===== src/rtl/tex_flash_read_arbiter.sv =====
// Two-requester round-robin arbiter for the shared SPI-flash texture port; each grant runs one single-bit read.
// Optional feature macro TEX_FAST_READ_EN: opcode 0x0B with 8 dummy bit-times between address and data.
module tex_flash_read_arbiter #(
  parameter int         DATA_BITS       = 24,
  parameter int         CSB_HIGH_CYCLES = 2,
  parameter logic [7:0] READ_CMD        = 8'h03
) (
  input  logic                 clk,
  input  logic                 reset,
  input  logic [1:0]           i_req,
  input  logic [23:0]          i_addr0,
  input  logic [23:0]          i_addr1,
  output logic [1:0]           o_ack,
  output logic [DATA_BITS-1:0] o_data,
  output logic                 o_data_valid,
  output logic                 o_data_id,
  output logic                 o_busy,
  output logic                 o_tex_csb,
  output logic                 o_tex_sclk,
  output logic                 o_tex_out0,
  output logic                 o_tex_oeb0,
  input  logic [3:0]           i_tex_in
);

`ifdef TEX_FAST_READ_EN
  localparam logic [7:0] OPCODE = 8'h0B;
`else
  localparam logic [7:0] OPCODE = READ_CMD;
`endif

  typedef enum logic [2:0] {IDLE, START, CMD, ADDR, DUMMY, DATA, STOP} state_t;

  state_t               state, state_n;
  logic                 ph, ph_n;
  logic [15:0]          cnt, cnt_n;
  logic [31:0]          tx, tx_n;
  logic [DATA_BITS-1:0] rx, rx_n, rx_shift, data_n;
  logic                 rr, rr_n, id, id_n;
  logic [1:0]           ack_n;
  logic                 valid_n, data_id_n, busy_n;
  logic                 csb_n, sclk_n, out0_n, oeb0_n;
  logic                 arb_en, gid;

  // io0/io2/io3 inputs carry nothing for a single-bit read
  logic unused_tex_in;
  assign unused_tex_in = ^{i_tex_in[3:2], i_tex_in[0]};

  always_comb begin
    state_n   = state;
    ph_n      = ph;
    cnt_n     = cnt;
    tx_n      = tx;
    rx_n      = rx;
    rr_n      = rr;
    id_n      = id;
    ack_n     = 2'b00;
    data_n    = o_data;
    valid_n   = 1'b0;
    data_id_n = o_data_id;
    csb_n     = o_tex_csb;
    sclk_n    = o_tex_sclk;
    out0_n    = o_tex_out0;
    oeb0_n    = o_tex_oeb0;
    arb_en    = 1'b0;
    rx_shift  = (rx << 1) | DATA_BITS'(i_tex_in[1]);
    gid       = (i_req == 2'b11) ? rr : i_req[1];

    case (state)
      IDLE: begin
        // A pending ack means the grant was already taken; start the frame
        if (o_ack != 2'b00) begin
          state_n = START;
          csb_n   = 1'b0;
          sclk_n  = 1'b0;
          oeb0_n  = 1'b0;
          out0_n  = tx[31];
          ph_n    = 1'b0;
          cnt_n   = 16'd7;
        end else begin
          arb_en = 1'b1;
        end
      end
      START: begin
        state_n = CMD;
        sclk_n  = 1'b1;
        ph_n    = 1'b1;
      end
      CMD, ADDR, DUMMY, DATA: begin
        if (!ph) begin
          sclk_n = 1'b1;
          ph_n   = 1'b1;
        end else begin
          sclk_n = 1'b0;
          ph_n   = 1'b0;
          cnt_n  = cnt - 16'd1;
          if (state == CMD || state == ADDR) begin
            tx_n   = tx << 1;
            out0_n = tx[30];
          end
          if (state == DATA) rx_n = rx_shift;
          if (cnt == 16'd0) begin
            if (state == CMD) begin
              state_n = ADDR;
              cnt_n   = 16'd23;
            end else if (state == ADDR) begin
              oeb0_n = 1'b1;
              out0_n = 1'b0;
`ifdef TEX_FAST_READ_EN
              state_n = DUMMY;
              cnt_n   = 16'd7;
`else
              state_n = DATA;
              cnt_n   = 16'(DATA_BITS - 1);
`endif
            end else if (state == DUMMY) begin
              state_n = DATA;
              cnt_n   = 16'(DATA_BITS - 1);
            end else begin
              state_n   = STOP;
              csb_n     = 1'b1;
              data_n    = rx_shift;
              valid_n   = 1'b1;
              data_id_n = id;
              cnt_n     = 16'(CSB_HIGH_CYCLES - 1);
            end
          end
        end
      end
      STOP: begin
        // Arbitrating in the last high cycle lets the next ack land in the first IDLE cycle
        if (cnt == 16'd0) begin
          state_n = IDLE;
          arb_en  = 1'b1;
        end else begin
          cnt_n = cnt - 16'd1;
        end
      end
      default: state_n = IDLE;
    endcase

    if (arb_en && i_req != 2'b00) begin
      ack_n[gid] = 1'b1;
      rr_n       = ~gid;
      id_n       = gid;
      tx_n       = {OPCODE, gid ? i_addr1 : i_addr0};
    end
    busy_n = (state_n != IDLE);
  end

  // Control and output registers
  always_ff @(posedge clk or posedge reset) begin
    if (reset) begin
      state        <= IDLE;
      ph           <= 1'b0;
      cnt          <= 16'd0;
      rr           <= 1'b0;
      o_ack        <= 2'b00;
      o_data       <= '0;
      o_data_valid <= 1'b0;
      o_data_id    <= 1'b0;
      o_busy       <= 1'b0;
      o_tex_csb    <= 1'b1;
      o_tex_sclk   <= 1'b0;
      o_tex_out0   <= 1'b0;
      o_tex_oeb0   <= 1'b1;
    end else begin
      state        <= state_n;
      ph           <= ph_n;
      cnt          <= cnt_n;
      rr           <= rr_n;
      o_ack        <= ack_n;
      o_data       <= data_n;
      o_data_valid <= valid_n;
      o_data_id    <= data_id_n;
      o_busy       <= busy_n;
      o_tex_csb    <= csb_n;
      o_tex_sclk   <= sclk_n;
      o_tex_out0   <= out0_n;
      o_tex_oeb0   <= oeb0_n;
    end
  end

  // Shift datapath; contents are fully overwritten by every transaction
  always_ff @(posedge clk) begin
    tx <= tx_n;
    rx <= rx_n;
    id <= id_n;
  end

endmodule


===== config.mk =====
export PLATFORM = sky130hd
export DESIGN_NAME = tex_flash_read_arbiter
export DESIGN_NICKNAME = d
export VERILOG_FILES = /design/src/rtl/tex_flash_read_arbiter.sv
export SDC_FILE = /design/constraint.sdc
export NUM_CORES = 1
export LEC_CHECK = 0
export ABC_AREA = 1
export CAP_MARGIN = 20
export CORE_MARGIN = 1.5
export CORE_UTILIZATION = 50
export CTS_CLUSTER_DIAMETER = 100
export DETAILED_ROUTE_END_ITERATION = 12
export PLACE_DENSITY = 0.76
export SYNTH_ARGS = -nofsm -noshare
export SYNTH_HDL_FRONTEND = slang
export SYNTH_SLANG_ARGS = --single-unit

===== constraint.sdc =====
create_clock -name clk -period 2.75 [get_ports clk]
set_input_delay 0.55 -clock clk [delete_from_list [all_inputs] [get_ports clk]]
set_output_delay 0.55 -clock clk [all_outputs]
set_load 0.05 [all_outputs]

==> impl_metrics.ini <==
[run_status]
status = finished clean

[floorplanning]
fp.dieH_um = 105
io_pins = 89
initial_utilization = 0.510
die-area_sq_um = 11000
num_rows = 37
core-area_sq_um = 10200
die_w_um = 105

[clocking]
cts_max_level = 3
clkTransAtPathRegs_ns = 0.12
clkLatencyLatePin_ns = 0.38
clk_path_buf_depth = 2
cts_tree = yes
numClockSinks = 109
ctsResizeCount = 0
cts_root_buf = clkbuf_8
cts_hold_buf = 0
cts_setup_buffers = 0
numCtsBuffers = 9

[cells_and_area]
syn_to_final_growth_pct = 23.1
num_antenna_cells = 0
fin_nets = 773
multi_input_area_sq_um = 2010
seqCellArea_sq_um = 2930
nFillCells = 902
drive_gt1_frac = 0.0764

[routing]
vias = 4215
drt_first_pass_iters = 5
drt-vias-per-instance = 4.92
wire_per_inst_um = 12.6
antenna_left = 0
drc = 0
drtIter0Drc = 238
wirelength_um = 10800

[worst_setup_path]
crit_path_max_fanout = 15
required_ns = 2.20
path_depth = 1
crit_type = register to primary output
crit_family = buffers and inverters
startpoint_type = register
arrival_ns = 1.93
critPathMaxStageDelay_ns = 0.89
path_cells = clkdlybuf4s50_1
r2r_slack_ns = 0.66
r2r_start = cnt[0]
timing.rr.end = o_data[20]
critPathBufInv = 1
slowest_stage = clkdlybuf4s50_1
crit_path_end_kind = primary output
ff2ff_path_depth = 10

[power_and_ir_drop]
p_seq_frac = 0.448
irDropWorstVdd_uv = 391
combPwrFrac = 0.365
leakagePower_nw = 3.06
internal_power_mw = 3.34
switching_power_mw = 2.17
p_per_area_nw_per_um2 = 861
switching_share = 0.394
pwr-share-clk = 0.187

[sta]
finalMaxSlewViolations = 0
fin_skew_ns = 0.0194
setup_tns_ns = 0
min_period_ns = 2.48
final_hold_viol_count = 0
grt_setup_unrepaired = no
finalCritPeriodShare = 0.900
slew_headroom = 0.548
setup_violations = 0
final_critical_path_setup_slack_ns = 0.274
tightest_slew_ns = 0.679
fmax_ghz = 0.404

[synth]
seq_area_frac_synth = 0.565
syn_area_per_cell_sq_um = 8.26
async_reset_ff_frac = 0.486
synth-seq-cells = 109
yosysWarnings = 0
synthCells = 628
syn-num-nets = 686
synth_edf_count = 48
ys_types = 34
ys.flop_type = dfrtp_1
synth.cell_area_sq_um = 5190

[worst_hold_path]
whs_endpoint = o_data[23]
holdPathStages = 2
min_path_type = register to register
holdCritStartpoint = rx[22]

[global_route]
grt_max_degree = 54
grt_pass1_wl_um = 18000
grt-ovfl-total = 0
grt_usage = 0.203
antenna_found_initial = 0
grt_pass1_vias = 3967

[place]
gpl.final_weighted_congestion = 0.962
hpwl_um = 7490
numPortBuffers = 85
preCtsSetupSlack_ns = 0.323

[job]
drv_cap = 0
[worst register-to-register path, stage by stage, from the launching register on]
cell,delay [ns]
dfrtp_1,0.42
inv_1,0.11
ha_1,0.24
nand3_1,0.12
nor2_2,0.07
nand3_1,0.10
inv_2,0.07
nand2_4,0.23
clkinv_2,0.38
nand2_1,0.19
nand2_1,0.07
[state kept, by name (all words and copies together), names as in the netlist]
signal	flops
o_tex_out0	1
state	3
o_data_valid	1
rx	23
ph	1
cnt	16
o_busy	1
o_tex_oeb0	1
o_tex_csb	1
o_ack	2
id	1
tx	32
o_data_id	1
rr	1
o_data	24
[final cells by class]
class / count / share of cell area
Tap cell: 136 / 0.0266
Clock buffer: 9 / 0.0194
Sequential cell: 109 / 0.458
Multi-Input combinational cell: 466 / 0.315
Clock inverter: 7 / 0.0143
Inverter: 35 / 0.0209
Timing Repair Buffer: 94 / 0.146
[power groups by stage]
stage / clock network, mW / registers, mW / logic (mW)
finish: 1.03 / 2.46 / 2.01
CTS: 1.06 / 2.46 / 2.01
floorplan: 0 / 2.56 / 1.42
global route: 1.10 / 2.51 / 2.27
global placement: 0 / 2.48 / 1.97
detailed placement: 0 / 2.49 / 2.01
[Yosys cell counts, types with 6 or more instances]
cell | n | share of area
nand2_1 | 316 | 0.23
dfrtp_1 | 51 | 0.25
edfxtp_1 | 48 | 0.28
nor2_1 | 46 | 0.033
nand3_1 | 37 | 0.036
inv_1 | 27 | 0.020
a21oi_1 | 16 | 0.015
dfxtp_1 | 8 | 0.031
o21ai_0 | 8 | 0.0077
nand4_1 | 7 | 0.0084
clkbuf_1 | 6 | 0.0043
nor2_2 | 6 | 0.0072
[layer usage]
layer / share of wire / track usage / vias to the layer above
li1: - / - / 2167
met1: 0.45 / 0.268 / 1921
met2: 0.48 / 0.329 / 113
met4: 0.015 / 0.0802 / 0
met3: 0.057 / 0.0412 / 14
met5: 0 / 0 / -
[cells in the final DEF, fill, tap and decap left out, drive strengths merged]
cell           instances
dfrtp                 51
nor2                  55
clkbuf                 9
a22o                   1
clkinvlp               1
nand3                 37
o21bai                 1
nor3                   3
clkinv                 6
nand4                  8
dfstp                  2
dfxtp                  8
ha                     2
nand2                323
a21oi                 16
buf                    9
a21boi                 1
o21ai                 11
or2                    1
xor2                   4
bufinv                 1
inv                   34
xnor2                  1
a31oi                  2
clkdlybuf4s50         85
edfxtp                48
[cell families (layout without fill, tap and decap cells)]
family,count (synthesis),count (layout),synth area share
and+or+nand+nor,427,427,0.339
adders and majority gates,2,2,0.00482
AOI/OAI and AO/OA,32,32,0.0345
xor gates and xnor gates,5,5,0.00844
buffers and inverters,53,145,0.0485
DFF,109,109,0.565
[worst max-delay path by stage]
stage	from	endpoint	slack, ns
after floorplan	cnt[0]	tx[0]	0.48
after global placement	i_req[0]	tx[16]	0.40
final	ph	o_tex_sclk	0.27
after detailed placement	i_req[0]	tx[10]	0.32
after global routing	ph	o_tex_sclk	0.19
after CTS	ph	o_tex_sclk	0.26
[metrics by stage]
stage,total power [mW],instance area [sq um],hold WS [ns],utilization,cells
after floorplan,3.98,5190,0.418,-,628
after global placement,4.45,6180,0.426,0.606,840
after detailed placement,4.50,6180,0.433,0.606,840
after CTS,5.53,6390,0.463,0.628,856
after global routing,5.89,6390,0.467,0.628,856
final,5.50,6390,0.458,0.628,856
Note: power is estimated with default switching activity, not from simulation.
